**src/rtl/nvdla_intr_bridge_if.sv**
```systemverilog
// SNAP action interrupt request/acknowledge bundle.
// The bridge drives the request side; the SNAP shell drives the acknowledge.
interface nvdla_intr_bridge_if #(
  parameter int INT_BITS     = 3,
  parameter int CONTEXT_BITS = 8
);
  logic                    interrupt;
  logic [INT_BITS-2:0]     interrupt_src;
  logic [CONTEXT_BITS-1:0] interrupt_ctx;
  logic                    interrupt_ack;

  modport master (
    output interrupt,
    output interrupt_src,
    output interrupt_ctx,
    input  interrupt_ack
  );

  modport slave (
    input  interrupt,
    input  interrupt_src,
    input  interrupt_ctx,
    output interrupt_ack
  );
endinterface

```
**src/rtl/nvdla_intr_bridge.sv**
```systemverilog
// Turns the NVDLA level interrupt into one SNAP request per assertion.
// Post-ack holdoff, re-arm on a fresh assertion, saturating ack counter.
module nvdla_intr_bridge #(
  parameter int INT_BITS       = 3,
  parameter int CONTEXT_BITS   = 8,
  parameter int HOLDOFF_CYCLES = 16,
  parameter int CNT_WIDTH      = 16
) (
  input  logic                    ap_clk,
  input  logic                    ap_rst_n,
  input  logic                    nvdla_intr,
  input  logic                    intr_enable,
  input  logic [INT_BITS-2:0]     intr_src_cfg,
  input  logic [CONTEXT_BITS-1:0] intr_ctx_cfg,
  nvdla_intr_bridge_if.master     snap,
  output logic                    intr_busy,
  output logic [CNT_WIDTH-1:0]    intr_count,
  input  logic                    cnt_clear
);

  localparam int HW =
    (HOLDOFF_CYCLES > 1) ? $clog2(HOLDOFF_CYCLES) : 1;
  localparam logic [HW-1:0] HLOAD = HW'(HOLDOFF_CYCLES - 1);

  typedef enum logic [1:0] {
    IDLE,
    REQ,
    HOLDOFF,
    WAIT_CLR
  } state_t;

  state_t                  state_q;
  state_t                  state_d;
  logic                    intr_q;
  logic                    seen_low_q;
  logic [HW-1:0]           hold_q;
  logic [INT_BITS-2:0]     src_q;
  logic [CONTEXT_BITS-1:0] ctx_q;
  logic [CNT_WIDTH-1:0]    cnt_q;
  logic                    irq;
  logic                    busy;
  logic                    ack_take;
  logic                    hold_done;
  logic                    enter_req;

  assign ack_take  = (state_q == REQ) && snap.interrupt_ack;
  assign hold_done = (hold_q == '0);
  assign enter_req = (state_d == REQ) && (state_q != REQ);

  // State register.
  always_ff @(posedge ap_clk or negedge ap_rst_n) begin
    if (!ap_rst_n) begin
      state_q <= IDLE;
    end else begin
      state_q <= state_d;
    end
  end

  // Next-state decision, all based on the registered interrupt.
  always_comb begin
    state_d = state_q;
    unique case (state_q)
      IDLE: begin
        if (intr_q && intr_enable) state_d = REQ;
      end
      REQ: begin
        if (snap.interrupt_ack) state_d = HOLDOFF;
      end
      HOLDOFF: begin
        if (hold_done) begin
          if (!intr_q) begin
            state_d = IDLE;
          end else if (seen_low_q && intr_enable) begin
            state_d = REQ;
          end else begin
            state_d = WAIT_CLR;
          end
        end
      end
      WAIT_CLR: begin
        if (!intr_q) state_d = IDLE;
      end
      default: state_d = IDLE;
    endcase
  end

  // Request and busy flags decoded from the state register only.
  always_comb begin
    irq  = 1'b0;
    busy = 1'b1;
    unique case (state_q)
      IDLE:    busy = 1'b0;
      REQ:     irq  = 1'b1;
      default: ;
    endcase
  end

  // Input sync stage, holdoff timer and fresh-assertion tracking.
  always_ff @(posedge ap_clk or negedge ap_rst_n) begin
    if (!ap_rst_n) begin
      intr_q     <= 1'b0;
      hold_q     <= '0;
      seen_low_q <= 1'b0;
    end else begin
      intr_q <= nvdla_intr;
      if (ack_take) begin
        hold_q     <= HLOAD;
        seen_low_q <= 1'b0;
      end else if (state_q == HOLDOFF) begin
        if (!hold_done) hold_q <= hold_q - 1'b1;
        if (!intr_q) seen_low_q <= 1'b1;
      end
    end
  end

  // Source/context captured when a request is issued.
  always_ff @(posedge ap_clk or negedge ap_rst_n) begin
    if (!ap_rst_n) begin
      src_q <= '0;
      ctx_q <= '0;
    end else if (enter_req) begin
      src_q <= intr_src_cfg;
      ctx_q <= intr_ctx_cfg;
    end
  end

  // Saturating acknowledge counter; clear wins but keeps a same-cycle ack.
  always_ff @(posedge ap_clk or negedge ap_rst_n) begin
    if (!ap_rst_n) begin
      cnt_q <= '0;
    end else if (cnt_clear) begin
      cnt_q <= ack_take ? CNT_WIDTH'(1) : '0;
    end else if (ack_take && !(&cnt_q)) begin
      cnt_q <= cnt_q + 1'b1;
    end
  end

  assign snap.interrupt     = irq;
  assign snap.interrupt_src = src_q;
  assign snap.interrupt_ctx = ctx_q;
  assign intr_busy          = busy;
  assign intr_count         = cnt_q;

endmodule
```
**src/flat_wrapper.sv**
```systemverilog
// flat-port wrapper written by rule: the top's interface ports become plain ports
module nvdla_intr_bridge_flat 
#(
  parameter int INT_BITS       = 3,
  parameter int CONTEXT_BITS   = 8,
  parameter int HOLDOFF_CYCLES = 16,
  parameter int CNT_WIDTH      = 16
)
  (ap_clk, ap_rst_n, nvdla_intr, intr_enable, intr_src_cfg, intr_ctx_cfg, intr_busy, intr_count, cnt_clear, snap_interrupt, snap_interrupt_src, snap_interrupt_ctx, snap_interrupt_ack);
  nvdla_intr_bridge_if #(.INT_BITS(INT_BITS), .CONTEXT_BITS(CONTEXT_BITS)) snap_i ();
  input  logic ap_clk;
  input  logic ap_rst_n;
  input  logic nvdla_intr;
  input  logic intr_enable;
  input  logic [INT_BITS-2:0] intr_src_cfg;
  input  logic [CONTEXT_BITS-1:0] intr_ctx_cfg;
  output logic intr_busy;
  output logic [CNT_WIDTH-1:0] intr_count;
  input  logic cnt_clear;
  output wire logic [$bits(snap_i.interrupt)-1:0] snap_interrupt;
  output wire logic [$bits(snap_i.interrupt_src)-1:0] snap_interrupt_src;
  output wire logic [$bits(snap_i.interrupt_ctx)-1:0] snap_interrupt_ctx;
  input wire logic [$bits(snap_i.interrupt_ack)-1:0] snap_interrupt_ack;
  assign snap_interrupt = snap_i.interrupt;
  assign snap_interrupt_src = snap_i.interrupt_src;
  assign snap_interrupt_ctx = snap_i.interrupt_ctx;
  assign snap_i.interrupt_ack = snap_interrupt_ack;
  nvdla_intr_bridge #(.INT_BITS(INT_BITS), .CONTEXT_BITS(CONTEXT_BITS), .HOLDOFF_CYCLES(HOLDOFF_CYCLES), .CNT_WIDTH(CNT_WIDTH)) u_core (.ap_clk(ap_clk), .ap_rst_n(ap_rst_n), .nvdla_intr(nvdla_intr), .intr_enable(intr_enable), .intr_src_cfg(intr_src_cfg), .intr_ctx_cfg(intr_ctx_cfg), .snap(snap_i), .intr_busy(intr_busy), .intr_count(intr_count), .cnt_clear(cnt_clear));
endmodule
```
**config.mk**
```make
export PLATFORM = sky130hd
export DESIGN_NAME = nvdla_intr_bridge_flat
export DESIGN_NICKNAME = d
export VERILOG_FILES = /design/src/rtl/nvdla_intr_bridge_if.sv /design/src/rtl/nvdla_intr_bridge.sv /design/src/flat_wrapper.sv
export SDC_FILE = /design/constraint.sdc
export NUM_CORES = 1
export LEC_CHECK = 0
export ABC_CLOCK_PERIOD_IN_PS = 1800
export BUFFER_PORTS_ARGS = -buffer_cell sky130_fd_sc_hd__buf_2
export CAP_MARGIN = 20
export CORE_MARGIN = 1.5
export CORE_UTILIZATION = 40
export CTS_CLUSTER_DIAMETER = 40
export DETAILED_ROUTE_END_ITERATION = 6
export PLACE_DENSITY = 0.65
export SYNTH_ARGS = -nofsm -noshare
export SYNTH_HDL_FRONTEND = slang
export SYNTH_SLANG_ARGS = --single-unit
```
**constraint.sdc**
```tcl
create_clock -name ap_clk -period 1.8 [get_ports ap_clk]
set_input_delay 0.09 -clock ap_clk [delete_from_list [all_inputs] [get_ports ap_clk]]
set_output_delay 0.09 -clock ap_clk [all_outputs]
set_load 0.1 [all_outputs]
```
# After elaboration in Yosys (flattened, before gate mapping)
# Index checks and enable logic that the tools add are counted.
totals:
  output_inout_bits: 28
  word_cells: 47
  reg_bits: 34
  in_bits: 16
op_classes:
  mux: 18
  add_sub_neg: 2
  reduce_logical: 13
  n_eq_ne: 7
ops:
  columns: ["op", "n"]
  rows:
  - ["2-to-1 mux 16 bit", 2]
  - ["adder 16 x 1 -> 16 bit (second input constant)", 1]
  - ["AND reduction 16 bit", 1]
  - ["2-to-1 mux 2 bit", 6]
  - ["2-to-1 mux 4 bit", 3]
  - ["case mux 2 bit (4 select lines)", 1]
  - ["2-to-1 mux 1 bit", 6]
  - ["logical AND 1 bit", 5]
  - ["== test 2 x 1 -> 1 bit (second input constant)", 2]
  - ["== test 2 bit (second input constant)", 2]
  - ["zero test 4 bit", 1]
  - ["!= test 2 x 1 -> 1 bit (second input constant)", 2]
  - ["AND reduction 2 bit", 2]
  - ["nonzero test 2 bit", 2]
  - ["subtractor 4 x 1 -> 4 bit (second input constant)", 1]
  - ["zero test 2 bit", 1]
  - ["!= test 2 bit (second input constant)", 1]
  - ["zero test 1 bit", 1]

# Logic depth before layout (Yosys ltp)
# Gate-level depths: netlist of run 1.
depth:
  word_depth: 7
  depth_mapped: 6
  mapped_depth_nobuf: 6

# Worst setup path after synthesis of run 1
# Ideal clock, no wire load.
synth_path:
  path_type: "register -> register"
  start: "register u_core.cnt_q[0], in the netlist u_core.intr_count[0]"
  end: "register u_core.cnt_q[8], in the netlist u_core.intr_count[8]"
  stages_incl_launch_ff: 6
  path_buffers: 0
  arrival_time_ps: 2323
  period_less_slack_ps: 2447
  slack_ps: -647
  path_cell_list: "dfrtp_1 > ha_1 > nand3_1 > or2_1 > a311oi_1 > mux2_2"
synth_via:
  elab_chain_cells: 4
  word_cells_on_any_way: 7
synth_lines:
  columns: ["item", "line_no", "text"]
  rows:
  - ["start: declaration", "nvdla_intr_bridge.sv:39", "logic [CNT_WIDTH-1:0] cnt_q;"]
  - ["start signal: assignment", "nvdla_intr_bridge.sv:132", "cnt_q <= ack_take ? CNT_WIDTH'(1) : '0;"]
  - ["start signal: assignment", "nvdla_intr_bridge.sv:134", "cnt_q <= cnt_q + 1'b1;"]
  - ["parallel branches: the longest is 4 deep, another holds adder 16 x 1 -> 16 bit", null, null]
# Several ways; the timed one is not identified. The select of a mux whose other input is x is not followed.
# A chain may end at the register's enable or synchronous reset.

# Worst setup path in the final report of run 1
# Ends and elaborated chain as after synthesis.

==> results of run 1 <==
==> registers in the layout (all words and copies together) (netlist names) <==
name / count
u_core.hold_q: 4
u_core.intr_count: 16
u_core.intr_q: 1
u_core.seen_low_q: 1
u_core.snap.interrupt_ctx: 8
u_core.snap.interrupt_src: 2
u_core.state_q: 2
==> final timing paths <==
kind	from	end	slack [ns]	cells after the start
min in group asynchronous	ap_rst_n	u_core.intr_count[15]	0.41	2
min reg2reg	u_core.snap.interrupt_ctx[7]	u_core.snap.interrupt_ctx[7]	0.50	1
max	u_core.intr_count[0]	u_core.intr_count[8]	0.06	5
max in group asynchronous	ap_rst_n	u_core.intr_count[7]	0.82	2
min	intr_ctx_cfg[6]	u_core.snap.interrupt_ctx[6]	0.03	2
max reg2reg	u_core.intr_count[0]	u_core.intr_count[8]	0.06	5
==> stage by stage <==
step / total power, W / cell area, um^2
after global placement: 0.00307 / 2230
final: 0.00384 / 2410
after detailed placement: 0.00309 / 2230
after global routing: 0.00404 / 2410
after CTS: 0.00386 / 2390
after floorplan: 0.00271 / 1880
==> cell families after synthesis <==
| kind of cell | after synthesis | share of synthesized area (%) |
|---|---|---|
| multiplexers | 21 | 13.1 |
| AND/OR/NAND/NOR | 76 | 23.5 |
| flip-flops | 34 | 47.8 |
| buffers and inverters | 10 | 2.11 |
| AO/OA/AOI/OAI | 22 | 9.91 |
| adder cells (fa/ha/maj) | 3 | 2.11 |
| XOR/XNOR | 3 | 1.48 |
==> layout make-up <==
type / instances / share of cell area, %
multi-input cells: 126 / 40.7
flip-flops and latches: 34 / 37.7
repair buffers: 55 / 12.9
clock buffers: 5 / 2.85
well taps: 52 / 2.70
clock inverters: 3 / 1.87
inverters: 8 / 1.24
==> cells in the final DEF, fill, tap and decap left out, types with 3 or more instances in the layout <==
cell	synthesis	routed
buf_2	0	43
mux2_2	19	19
nand2_1	19	18
dfrtp_1	34	18
dfrtp_4	0	16
nor2_1	14	14
buf_4	0	10
nor2b_1	11	9
inv_1	8	8
nand3_1	8	7
a21oi_1	6	6
clkbuf_8	0	5
a211oi_1	3	3
nor4_1	4	3
==> layer usage <==
layer  global-route usage [%]  vias up  share of wire, %
met3                     5.67        6               5.8
met4                     4.49        0               1.5
met1                     20.9      678                46
met5                        0        -                 0
met2                     26.2       37                47
li1                         -      730                 -
==> what timing repair did <==
| action | CTS | global route |
|---|---|---|
| hold buffers | 2 | 0 |
| cloned | 1 | 0 |
| resized for setup | 1 | 5 |
| pin swaps | 1 | 0 |
| endpoints found under the setup margin | 10 | 11 |
| hold endpoints to repair | 35 | 0 |
==> power by group <==
group	switching (W)	internal (W)	leakage (nW)
Sequential	0.000154	0.000978	0.399
Clock	0.000289	0.000412	0.0504
Combinational	0.00152	0.000489	0.610
==> worst max-delay path: stages, from the launching register on <==
cell and delay [ns]:
dfrtp_4 0.46, ha_4 0.16, nand3_4 0.08, or2_1 0.28
a311oi_2 0.29, mux2_2 0.36
==> results.sh, run 1 <==
export IMPL_yosys_area_top_type="dfrtp_1"
export IMPL_final_setup_skew_ns=0.00616
export IMPL_setup_viol=0
export IMPL_final_min_clock_period_ns=1.74
export IMPL_die_w_um=69.7
export IMPL_ioPinCount=44
export IMPL_pre_cts_slack_ns=-0.00811
export IMPL_core_mm2=0.00432
export IMPL_antenna_found_initial=0
export IMPL_status="completed"
export IMPL_clk_latency_ns=0.29
export IMPL_overflow=0
export IMPL_synthesis_area_mm2=0.00178
export IMPL_seq_area_frac_synth_pct=47.8
export IMPL_nets=249
export IMPL_clockBufferDepth=2
export IMPL_synth_common_cells="dfrtp_1, mux2_2, nand2_1"
export IMPL_setup_slack_ns=0.0585
export IMPL_crit_type="reg -> reg"
export IMPL_syn_avg_cell_area_um2=10.5
export IMPL_drtIter0Drc=69
export IMPL_hold_viol=0
export IMPL_cp_end_kind="register"
export IMPL_synth_warnings=0
export IMPL_core_rowCount=24
export IMPL_crit_fanout=6
export IMPL_area_delta_synth_final_pct=35.6
export IMPL_synthTopCellsByArea="dfrtp_1, mux2_2, nand2_1"
export IMPL_start_util_pct=41.2
export IMPL_seqCellArea_um2=911
export IMPL_place_congestion=0.745
export IMPL_die_height_um=69.7
export IMPL_synth_async_reset_ratio_pct=100
export IMPL_ant_nets=0
export IMPL_final_cell_count_no_fill=283
export IMPL_grt_use_total_pct=16.3
export IMPL_utilization_pct=55.8
export IMPL_ys_seq_elements=34
export IMPL_drc=0
export IMPL_root_buffer="clkbuf_8"
export IMPL_dp_hpwl_mm=2.54
export IMPL_drive_gt1_share_pct=49.8
export IMPL_finalMaxSlewViolations=0
export IMPL_cts_setup_buffers=0
export IMPL_relSlewSlack_pct=49.0
export IMPL_die_area_mm2=0.00486
export IMPL_drv_cap=0
export IMPL_n_antenna_cell=0
export IMPL_multiInputGateArea_um2=983
export IMPL_grt_pass1_wl_mm=6.31
export IMPL_critPathLaunchType="register"
export IMPL_leakagePower_nw=1.06
export IMPL_routed_via_density=5.13
export IMPL_hold_path_class="in -> reg"
export IMPL_wire_per_inst_um=12.9
export IMPL_syn_nets=188
export IMPL_irDropWorstVdd_mv=1.73
export IMPL_setup_tns_ns=0
export IMPL_htree_levels=2
export IMPL_fillers=378
export IMPL_finalCritPeriodShare_pct=96.8
export IMPL_grt_pass1_vias=1362
export IMPL_worst_ep_arrival_time_ns=1.91
export IMPL_synth_top_area_share_pct=47.8
export IMPL_numCtsBuffers=5
export IMPL_worst_pin_slew_ns=0.765
export IMPL_crit_required_ns=1.97
export IMPL_synthFlopType="dfrtp_1"
export IMPL_powerDensity_mw_per_mm2=1590
export IMPL_wl_mm=3.65
export IMPL_grt_start_max_net_pins=35
export IMPL_cts_tree="done"
export IMPL_clk_pin_slew_ns=0.07
export IMPL_first_pass_iters=4
export IMPL_portBuffers=43
export IMPL_yosysMostFrequentCell="dfrtp_1"
export IMPL_fmax_mhz=574
export IMPL_postSynthCellCount=169
export IMPL_dp_cells=272
export IMPL_synth_edf_count=0
export IMPL_dr_total_vias=1451
export IMPL_cts_sinks=34
export IMPL_yosysUniqueCellTypes=40
export IMPL_whs_ns=0.0270
No activity file was read; power rests on OpenSTA's default activity.
==> inputs of run 2 (changes only) <==
--- a/config.mk
+++ b/config.mk
@@ -8,6 +8,7 @@
 export ABC_CLOCK_PERIOD_IN_PS = 1800
 export BUFFER_PORTS_ARGS = -buffer_cell sky130_fd_sc_hd__buf_2
 export CAP_MARGIN = 20
+export CORE_ASPECT_RATIO = 0.9
 export CORE_MARGIN = 1.5
 export CORE_UTILIZATION = 40
 export CTS_CLUSTER_DIAMETER = 40
==> run 2 against run 1 <==
  * Register-to-register slack about the same
  * Via count increased by 0.96%
  * Clock-buffer cell count increased by 1
  * Total power decreased by 1.8%
  * Cell count increased by 3.5%
  * Clock skew decreased by 0.0018 ns
  * Final area increased by 0.16%
  * Largest cell class unchanged
==> results.sh, run 2 (synthesis gave the netlist of run 1 again) <==
export IMPL_finalMaxSlewViolations=0
export IMPL_cp_end_kind="register"
export IMPL_hold_path_class="in -> reg"
export IMPL_crit_type="reg -> reg"
export IMPL_drtIter0Drc=53
export IMPL_worst_ep_arrival_time_ns=1.91
export IMPL_cts_tree="done"
export IMPL_largest_reg_flops=16
export IMPL_finalCritPeriodShare_pct=96.3
export IMPL_pre_cts_slack_ns=-0.00690
export IMPL_status="completed"
export IMPL_core_mm2=0.00418
export IMPL_root_buffer="clkbuf_8"
export IMPL_power_internal_w=0.00180
export IMPL_n_antenna_cell=0
export IMPL_routed_via_density=5.00
export IMPL_setup_viol=0
export IMPL_nets=251
export IMPL_antenna_found_initial=0
export IMPL_critPathLaunchType="register"
export IMPL_final_cell_mix="buf_2, nand2_1, mux2_2, dfrtp_1, dfrtp_4"
export IMPL_rsz0062_at_grt="true"
export IMPL_numCtsBuffers=5
export IMPL_hold_viol=0
export IMPL_powerDensity_mw_per_mm2=1560
export IMPL_die_height_um=66.3
export IMPL_first_pass_iters=4
export IMPL_die_area_mm2=0.00486
export IMPL_switching_power_w=0.00198
export IMPL_layout_commonest_cell="buf_2"
export IMPL_swShare_pct=52.4
export IMPL_grt_pass1_wl_mm=6.85
export IMPL_grt_start_max_net_pins=26
export IMPL_wire_per_inst_um=13.3
export IMPL_worst_pin_slew_ns=0.548
export IMPL_drv_cap=0
export IMPL_relSlewSlack_pct=63.4
export IMPL_clk_latency_ns=0.29
export IMPL_grt_use_total_pct=18.4
export IMPL_leakagePower_nw=1.07
export IMPL_portBuffers=43
export IMPL_start_util_pct=42.6
export IMPL_setup_slack_ns=0.0671
export IMPL_clock_power_share_pct=15.9
export IMPL_dr_total_vias=1465
export IMPL_grt_pass1_vias=1448
export IMPL_drive_gt1_share_pct=50.2
export IMPL_final_min_clock_period_ns=1.73
export IMPL_p_seq_share_pct=30.0
export IMPL_dp_hpwl_mm=2.72
export IMPL_clk_pin_slew_ns=0.07
export IMPL_overflow=0
export IMPL_whs_ns=0.0286
export IMPL_crit_required_ns=1.98
export IMPL_area_delta_synth_final_pct=35.8
export IMPL_place_congestion=0.762
export IMPL_reg2reg_slack_ns=0.07
export IMPL_postPlaceCellArea_mm2=0.00225
export IMPL_combPwrFrac_pct=54.1
export IMPL_crit_fanout=6
export IMPL_core_rowCount=22
export IMPL_clockBufferDepth=2
export IMPL_wl_mm=3.89
export IMPL_die_w_um=73.3
export IMPL_setup_tns_ns=0
export IMPL_ant_nets=0
export IMPL_final_setup_skew_ns=0.00441
export IMPL_drc=0
export IMPL_irDropWorstVdd_mv=1.64
export IMPL_cts_sinks=34
export IMPL_ioPinCount=44
export IMPL_final_area_mm2=0.00242
export IMPL_fmax_mhz=577
export IMPL_htree_levels=2
run 2: changes by cell type in the layout (fill, tap and decap cells not counted), sizes merged:
cell | previous run | this run
clkinvlp | 2 | 1
buf | 53 | 55
clkinv | 0 | 1
bufinv | 1 | 0
clkbuf | 5 | 6
run 2: cell type report:
cell class	count	area (um^2)
Clock buffer	6	82.6
Clock inverter	2	12.5
Fill cell	382	1770
Inverter	8	30.0
Multi-Input combinational cell	126	981
Sequential cell	34	911
Tap cell	60	75.1
Timing Repair Buffer	57	325
run 2: stage by stage:
step | power [W] | std cells | util (%)
2_1_floorplan | 0.00271 | 169 | -
5_1_grt | 0.00398 | 293 | 57.8
3_5_place_dp | 0.00309 | 281 | 53.7
4_1_cts | 0.00376 | 292 | 57.1
3_3_place_gp | 0.00308 | 281 | 53.7
6_report | 0.00377 | 293 | 57.8
run 2: final timing paths:
| check | cells past startpoint | to | start |
|---|---|---|---|
| max in group asynchronous | 3 | u_core.snap.interrupt_ctx[6] | ap_rst_n |
| worst max register to register | 5 | u_core.intr_count[8] | u_core.intr_count[0] |
| worst min-delay path | 2 | u_core.snap.interrupt_ctx[3] | intr_ctx_cfg[3] |
| worst min register to register | 1 | u_core.snap.interrupt_ctx[3] | u_core.snap.interrupt_ctx[3] |
| min in group asynchronous | 2 | u_core.intr_count[0] | ap_rst_n |
| worst max-delay path | 5 | u_core.intr_count[8] | u_core.intr_count[0] |
run 2: layer usage:
metal	up-vias	share of wire, %	GRT usage (%)
li1	736	-	-
met1	681	48	24.8
met2	43	46	28.1
met3	5	5.2	5.03
met4	0	1.3	7.41
met5	-	0	0
run 2: repair_timing:
item	in CTS	in global routing
pin swaps	1	0
gates resized for setup	1	6
endpoints found under the setup margin	10	13
cloned	1	0
setup buffers	0	1
endpoints found under the hold margin	24	0
hold buffers	2	0
run 2: worst max-delay path: stages (launching register included):
cell,delay [ns]
dfrtp_4,0.46
ha_4,0.16
nand3_4,0.08
or2_1,0.28
a311oi_2,0.28
mux2_2,0.36
run 2: power by group through the flow:
stage / clock (W) / combinational, W / sequential [W]
after floorplan: 0 / 0.000646 / 0.00206
after global placement: 0 / 0.00194 / 0.00113
after detailed placement: 0 / 0.00197 / 0.00113
after CTS: 0.000615 / 0.00201 / 0.00113
after global routing: 0.000645 / 0.00217 / 0.00116
final: 0.000599 / 0.00204 / 0.00113
